<file path="src/rtl/sr_cmd_driver.sv">
// Command stage for an SR flip-flop: synchronises and debounces raw set/clear requests and
// turns each debounced rising edge into a timed, mutually exclusive S or R pulse.
module sr_cmd_driver #(
    parameter int unsigned DB_CYCLES    = 4,
    parameter int unsigned PULSE_CYCLES = 1,
    parameter int unsigned GAP_CYCLES   = 1
) (
    input  logic clk,
    input  logic reset,
    input  logic set_in,
    input  logic clr_in,
    output logic s,
    output logic r,
    output logic busy,
    output logic conflict,
    output logic q_model
);

    localparam int unsigned DbW  = $clog2(DB_CYCLES + 1);
    localparam int unsigned TMax = (PULSE_CYCLES > GAP_CYCLES) ? PULSE_CYCLES : GAP_CYCLES;
    localparam int unsigned TW   = $clog2(TMax + 1);

    localparam logic [DbW-1:0] DbLast    = DbW'(DB_CYCLES - 1);
    localparam logic [TW-1:0]  PulseLast = TW'(PULSE_CYCLES - 1);
    localparam logic [TW-1:0]  GapLast   = TW'((GAP_CYCLES == 0) ? 0 : GAP_CYCLES - 1);

    typedef enum logic [1:0] {StIdle, StDrive, StGap} state_e;

    // Channel index 0 is set, 1 is clear.
    logic [1:0]           sync1_q, sync1_d, sync2_q, sync2_d;
    logic [1:0]           db_q, db_d, db_dly_q, db_dly_d;
    logic [1:0][DbW-1:0]  cnt_q, cnt_d;

    state_e               state_q, state_d;
    logic [TW-1:0]        tmr_q, tmr_d;
    logic                 cmd_q, cmd_d;
    logic                 s_q, s_d, r_q, r_d;
    logic                 busy_q, busy_d;
    logic                 conflict_q, conflict_d;
    logic                 q_model_q, q_model_d;
    logic                 pend_valid_q, pend_valid_d;
    logic                 pend_cmd_q, pend_cmd_d;

    logic                 set_ev, clr_ev, one_ev, direct;
    logic                 start, start_cmd, take_pend;

    always_comb begin
        sync1_d  = {clr_in, set_in};
        sync2_d  = sync1_q;
        db_dly_d = db_q;
        db_d     = db_q;
        cnt_d    = '0;
        for (int i = 0; i < 2; i++) begin
            if (sync2_q[i] != db_q[i]) begin
                if (cnt_q[i] == DbLast) begin
                    db_d[i] = sync2_q[i];
                end else begin
                    cnt_d[i] = cnt_q[i] + 1'b1;
                end
            end
        end
    end

    assign set_ev = db_q[0] & ~db_dly_q[0];
    assign clr_ev = db_q[1] & ~db_dly_q[1];

    always_comb begin
        state_d      = state_q;
        tmr_d        = tmr_q;
        cmd_d        = cmd_q;
        s_d          = s_q;
        r_d          = r_q;
        q_model_d    = q_model_q;
        pend_valid_d = pend_valid_q;
        pend_cmd_d   = pend_cmd_q;
        take_pend    = 1'b0;
        start        = 1'b0;
        start_cmd    = pend_cmd_q;
        one_ev       = set_ev ^ clr_ev;
        direct       = one_ev && (state_q == StIdle) && !pend_valid_q;

        case (state_q)
            StIdle: begin
                if (pend_valid_q) begin
                    start     = 1'b1;
                    take_pend = 1'b1;
                end else if (one_ev) begin
                    start     = 1'b1;
                    start_cmd = set_ev;
                end
            end
            StDrive: begin
                if (tmr_q == PulseLast) begin
                    s_d       = 1'b0;
                    r_d       = 1'b0;
                    q_model_d = cmd_q;
                    tmr_d     = '0;
                    if (GAP_CYCLES != 0) begin
                        state_d = StGap;
                    end else if (pend_valid_q) begin
                        start     = 1'b1;
                        take_pend = 1'b1;
                    end else begin
                        state_d = StIdle;
                    end
                end else begin
                    tmr_d = tmr_q + 1'b1;
                end
            end
            StGap: begin
                if (tmr_q == GapLast) begin
                    tmr_d = '0;
                    if (pend_valid_q) begin
                        start     = 1'b1;
                        take_pend = 1'b1;
                    end else begin
                        state_d = StIdle;
                    end
                end else begin
                    tmr_d = tmr_q + 1'b1;
                end
            end
            default: state_d = StIdle;
        endcase

        if (start) begin
            state_d = StDrive;
            tmr_d   = '0;
            cmd_d   = start_cmd;
            s_d     = start_cmd;
            r_d     = ~start_cmd;
        end

        // A new event lands after the consume so it survives in the slot (latest wins).
        if (take_pend) pend_valid_d = 1'b0;
        if (one_ev && !direct) begin
            pend_valid_d = 1'b1;
            pend_cmd_d   = set_ev;
        end

        conflict_d = set_ev & clr_ev;
        busy_d     = (state_d != StIdle) || pend_valid_d;
    end

    always_ff @(posedge clk or negedge reset) begin
        if (!reset) begin
            sync1_q      <= '0;
            sync2_q      <= '0;
            db_q         <= '0;
            db_dly_q     <= '0;
            cnt_q        <= '0;
            state_q      <= StIdle;
            tmr_q        <= '0;
            cmd_q        <= 1'b0;
            s_q          <= 1'b0;
            r_q          <= 1'b0;
            busy_q       <= 1'b0;
            conflict_q   <= 1'b0;
            q_model_q    <= 1'b0;
            pend_valid_q <= 1'b0;
            pend_cmd_q   <= 1'b0;
        end else begin
            sync1_q      <= sync1_d;
            sync2_q      <= sync2_d;
            db_q         <= db_d;
            db_dly_q     <= db_dly_d;
            cnt_q        <= cnt_d;
            state_q      <= state_d;
            tmr_q        <= tmr_d;
            cmd_q        <= cmd_d;
            s_q          <= s_d;
            r_q          <= r_d;
            busy_q       <= busy_d;
            conflict_q   <= conflict_d;
            q_model_q    <= q_model_d;
            pend_valid_q <= pend_valid_d;
            pend_cmd_q   <= pend_cmd_d;
        end
    end

    assign s        = s_q;
    assign r        = r_q;
    assign busy     = busy_q;
    assign conflict = conflict_q;
    assign q_model  = q_model_q;

endmodule

</file>
<file path="config.mk">
export PLATFORM = sky130hd
export DESIGN_NAME = sr_cmd_driver
export DESIGN_NICKNAME = d
export VERILOG_FILES = /design/src/rtl/sr_cmd_driver.sv
export SDC_FILE = /design/constraint.sdc
export NUM_CORES = 1
export LEC_CHECK = 0
export CAP_MARGIN = 5
export CORE_MARGIN = 4
export CORE_UTILIZATION = 41
export DETAILED_ROUTE_END_ITERATION = 8
export SKIP_CTS_REPAIR_TIMING = 1
export SYNTH_ARGS = -nofsm -noshare
export SYNTH_HDL_FRONTEND = slang
export SYNTH_SLANG_ARGS = --single-unit
</file>
<file path="constraint.sdc">
create_clock -name clk -period 3.2 [get_ports clk]
set_input_delay 0.8 -clock clk [delete_from_list [all_inputs] [get_ports clk]]
set_output_delay 0.8 -clock clk [all_outputs]
set_load 0.02 [all_outputs]
</file>
Word-level counts from Yosys, hierarchy flattened --
Cells that the tools add are included.
Storage, ports and cells: register bits after elaboration 25, output and inout bits 5, bits in latches 0, bits of input ports 4, ROM bits 0, logic and storage cells 77, memories kept 0, RAM bits 0
Cells by class: multiply operators 0, add/subtract/negate cells 3, divide/modulo/power cells 0, shift operators 0, equality and inequality tests 7, bitwise operators 8, magnitude comparators 0, multiplexer cells 27, reduce and logical (&&, ||, !) cells 15
Operator list (number):
- two-way mux 1 bit | 16
- two-way mux 3 bit | 4
- two-way mux 2 bit | 4
- AND reduction 2 bit | 4
- adder 3 x 1 -> 3 bit (second input constant) | 2
- == test 3 x 2 -> 1 bit (second input constant) | 2
- case mux 2 bit (3 select lines) | 1
- nonzero test 2 bit | 3
- NOT 1 bit | 4
- case mux 1 bit (2 select lines) | 2
- bitwise AND 1 bit | 3
- logical AND 1 bit | 3
- == test 2 x 1 -> 1 bit (second input constant) | 1
- == test 2 bit (second input constant) | 1
- zero test 1 bit | 2
- zero test 2 bit | 1
- inequality test 1 bit | 2
- inequality test 2 x 1 -> 1 bit (second input constant) | 1
- OR reduction 2 bit | 1
- adder 1 bit (second input constant) | 1
- logical OR 1 bit | 1
- bitwise XOR 1 bit | 1

Depth between registers and ports, before layout --
depth after elaboration 9, mapped depth 6, gate-level depth less buffers 6

Worst setup path before layout --
OpenSTA, ideal clock, no wires.
kind register to register, start point register db_q[0] (netlist: db_dly_d[0]), end point register pend_cmd_q, cell stages (with the launch flop) 6, setup slack 1.545 ns, required time 3.073 ns, library setup time 0.127 ns, period minus slack after synthesis 1.655 ns, arrival 1.528 ns, path buffers 0, cells stage by stage dfrtp_1 > nor2b_1 > ha_1 > nor4b_4 > nand2b_1 > mux2_1
Between the ends: longest elaborated chain between the ends 6
Ends and longest elaborated chain:
- from (decl) | RTL line 31 | logic [1:0] db_q, db_d, db_dly_q, db_dly_d;
- from (signal assigned) | RTL line 149 | db_q <= '0;
- from (signal assigned) | RTL line 165 | db_q <= db_d;
- bitwise AND 1 bit (*) | RTL line 64 | assign set_ev = db_q[0] & ~db_dly_q[0];
- via set_ev | RTL line 44 | logic set_ev, clr_ev, one_ev, direct;
- bitwise XOR 1 bit | RTL line 79 | one_ev = set_ev ^ clr_ev;
- logical AND 1 bit (2 in series) | RTL line 80 | direct = one_ev && (state_q == StIdle) && !pend_valid_q;
- zero test 1 bit | RTL line 136 | if (one_ev && !direct) begin
- logical AND 1 bit | RTL line 136
- to (signal assigned) | RTL line 177 | pend_cmd_q <= pend_cmd_d;
- to (decl) | RTL line 42 | logic pend_cmd_q, pend_cmd_d;
Mark *: on every way through the listed nets, which the timed path passes. The rest lies on a longest branch. A chain may end at the register's enable or synchronous reset.

Final worst setup path --
start point register s_q (netlist: s), end point output s
RTL lines:
- from (decl) | RTL line 37 | logic s_q, s_d, r_q, r_d;
- from (signal assigned) | RTL line 155 | s_q <= 1'b0;
- from (signal assigned) | RTL line 171 | s_q <= s_d;
- to (decl) | RTL line 12 | output logic s,
No word-level cell between the ends.

==> results.py <==
metrics = {
    "status": {
        "outcome": "finished clean",
    },
    "finish": {
        "drive_gt1_share_pct": 8.33,
        "final_cell_mix": "dfrtp_1 (24), clkdlybuf4s50_1 (8), nor2b_1 (4), nor3b_1 (4), mux2_1 (4)",
        "diodes": 0,
        "syn_to_final_growth_pct": 16.1,
        "final_nets": 81,
        "final-seq-area_sq_um": 601,
        "final_common_cell": "dfrtp_1",
        "post-route-util_pct": 51.4,
        "final_area_sq_mm": 0.00104,
        "multi_input_area_sq_um": 287,
        "fillers": 181,
    },
    "timing": {
        "fin_crit_ps": 2070,
        "grt_setup_unrepaired": "false",
        "max_freq_ghz": 0.482,
        "finalSetupViolations": 0,
        "finalCritPeriodShare_pct": 64.8,
        "worstMarginPinSlew_ps": 286,
        "hold_viol": 0,
        "finalMaxSlewViolations": 0,
        "setup_tns_ps": 0,
        "fin_skew_ps": 0.889,
        "maxSlewHeadroom_pct": 80.9,
        "holdWs_ps": 359,
    },
    "worst_setup_path": {
        "timing.rr.start": "db_dly_d[0]",
        "worstSetupStartpoint": "s",
        "cp-start-kind": "flop",
        "path_buf_inv": 1,
        "reg2reg_depth": 6,
        "path_delay_family": "buffers and inverters",
        "critPathMaxFanout": 2,
        "worstSetupPathType": "reg -> out",
        "critPathMaxStageDelay_ps": 600,
        "worst_ep_arrival_time_ps": 1270,
        "critPathRequiredTime_ps": 2400,
        "cp_slowest_cell": "clkdlybuf4s50_1",
        "crit_chain": "clkdlybuf4s50_1",
        "worst-path-stages": 1,
        "cp-end-kind": "output port",
    },
    "global_route": {
        "grt_antenna_before_repair": 0,
        "first_global_vias": 499,
        "grt_pass1_wl_mm": 2.12,
        "overflow": 0,
        "grtUsageTotal_pct": 10.9,
        "grt_start_max_net_pins": 25,
    },
    "cts": {
        "clock_path_buffers": 2,
        "cts.htree.levels": 1,
        "cts_sinks": 24,
        "clock_insertion_delay_worst_skew_ps": 300,
        "root_buffer": "clkbuf_4",
        "cts_tree": "built",
        "clk_pin_slew_ps": 110,
        "numCtsBuffers": 3,
    },
    "placed_design": {
        "dp_hpwl_um": 809,
        "io_buffers": 8,
        "placed_cell_area_sq_mm": 0.00102,
        "gp_congestion": 0.626,
    },
    "min_path": {
        "min_from": "sync1_q[1]",
        "whs_path_depth": 0,
        "holdCritPathClass": "reg -> reg",
    },
    "synthesis": {
        "netlist_area_sq_um": 895,
        "synth-seq-cells": 24,
        "synth.distinct_cells": 18,
        "synth_area_per_cell_sq_um": 14.9,
        "synthXorXnorAreaFrac_pct": 1.96,
        "ys_warn_count": 0,
        "synthesis.nets": 67,
        "synth.area.mux_share_pct": 7.27,
        "synth_top_family_by_area": "simple AND/OR/NAND/NOR gates",
        "syn_inst": 60,
        "synth_compound_area_share_pct": 3.64,
        "ys_seq_area_share_pct": 67.1,
        "synth_fa_ha_area_share_pct": 4.20,
        "synth_simple_gate_area_share_pct": 15.0,
    },
    "floorplan": {
        "core-area_sq_mm": 0.00202,
        "die_x_um": 54.7,
        "initial_core_util_pct": 44.2,
        "die_h_um": 54.7,
        "die_area_sq_mm": 0.00299,
        "row_count": 16,
        "io_pins": 9,
    },
    "route": {
        "drt_iter0_drc": 3,
        "firstDrtPassIters": 3,
        "drt_wl_total_mm": 1.08,
        "viasPerCell": 4.69,
        "routedWlPerCell_um": 10.9,
        "drc_errors": 0,
        "vias": 464,
        "ant_nets": 0,
    },
    "power": {
        "p_total_w": 0.000969,
        "swShare_pct": 32.6,
        "worst_ir_drop_vdd_uv": 558,
        "power.density_mw_per_mm2": 933,
        "pwr-share-comb_pct": 38.9,
        "pwr-share-seq_pct": 48.4,
        "p_leak_nw": 0.479,
        "p_clk_share_pct": 12.7,
        "switching_power_w": 0.000316,
        "internal-power_w": 0.000653,
    },
    "flow_run": {
        "cap_violations": 0,
    },
}
## cells in the mapped netlist
library cell / number / area [sq um]
a21oi_2: 1 / 8.76
dfrtp_1: 24 / 601
ha_1: 3 / 37.5
inv_1: 2 / 7.51
mux2_1: 4 / 45.0
mux2i_1: 2 / 20.0
nand2_1: 3 / 11.3
nand2b_1: 2 / 12.5
nand3b_1: 1 / 7.51
nor2b_1: 4 / 25.0
nor3_1: 2 / 10.0
nor3b_1: 4 / 30.0
nor4b_4: 1 / 23.8
o21a_1: 2 / 15.0
o22a_1: 1 / 8.76
or2b_1: 1 / 7.51
or3_1: 1 / 6.26
xnor2_1: 2 / 17.5
## sequential cells by signal (all words and copies together), names as in the netlist, 2 cells and up
| register | flops |
|---|---|
| db_dly_d | 2 |
| sync1_q | 2 |
| state_q | 2 |
| cnt_q | 6 |
| db_dly_q | 2 |
| sync2_q | 2 |
## power by group through the flow
| stage | combinational [W] | clock (W) | sequential [W] |
|---|---|---|---|
| 2_1_floorplan | 0.000249 | 0 | 0.000498 |
| 3_3_place_gp | 0.000380 | 0 | 0.000477 |
| 3_5_place_dp | 0.000386 | 0 | 0.000476 |
| 4_1_cts | 0.000387 | 0.000133 | 0.000470 |
| 5_1_grt | 0.000426 | 0.000146 | 0.000482 |
| 6_report | 0.000377 | 0.000123 | 0.000469 |
## final cells by class
cell class	count	area share [%]
clock buffers	3	2.17
inverters	2	0.723
multi-input cells	34	27.6
flip-flops and latches	24	57.8
well taps	27	3.25
repair buffers	9	8.43
## cells by family (layout without fill, tap and decap cells)
family          count (synthesis)  after routing
xor+xnor                        2              2
fa+ha+maj                       3              3
mux                             6              6
compound gates                  4              4
flops                          24             24
buf+inv                         2             14
simple gates                   19             19
## worst paths after layout
path	to	slack [ps]
hold reg to reg	sync2_q[1]	360
hold / removal	sync2_q[1]	360
min in group asynchronous	state_q[0]	840
max in group asynchronous	q_model	2140
setup reg to reg	cmd_q	1450
setup / recovery	s	1130
## metrics by stage
step                      instances  setup slack [ps]
after floorplan                  60              1540
after global placement           96              1460
after detailed placement         96              1450
after CTS                        99              1100
after global routing             99              1060
final                            99              1130
## routing by layer
| metal | part of all wire, % | global-route usage, % |
|---|---|---|
| met4 | 4.2 | 9.96 |
| met5 | 0 | 0 |
| met3 | 4.4 | 3.27 |
| met1 | 48 | 11.8 |
| met2 | 43 | 16.7 |
Note: power is estimated with default switching activity, not from simulation.
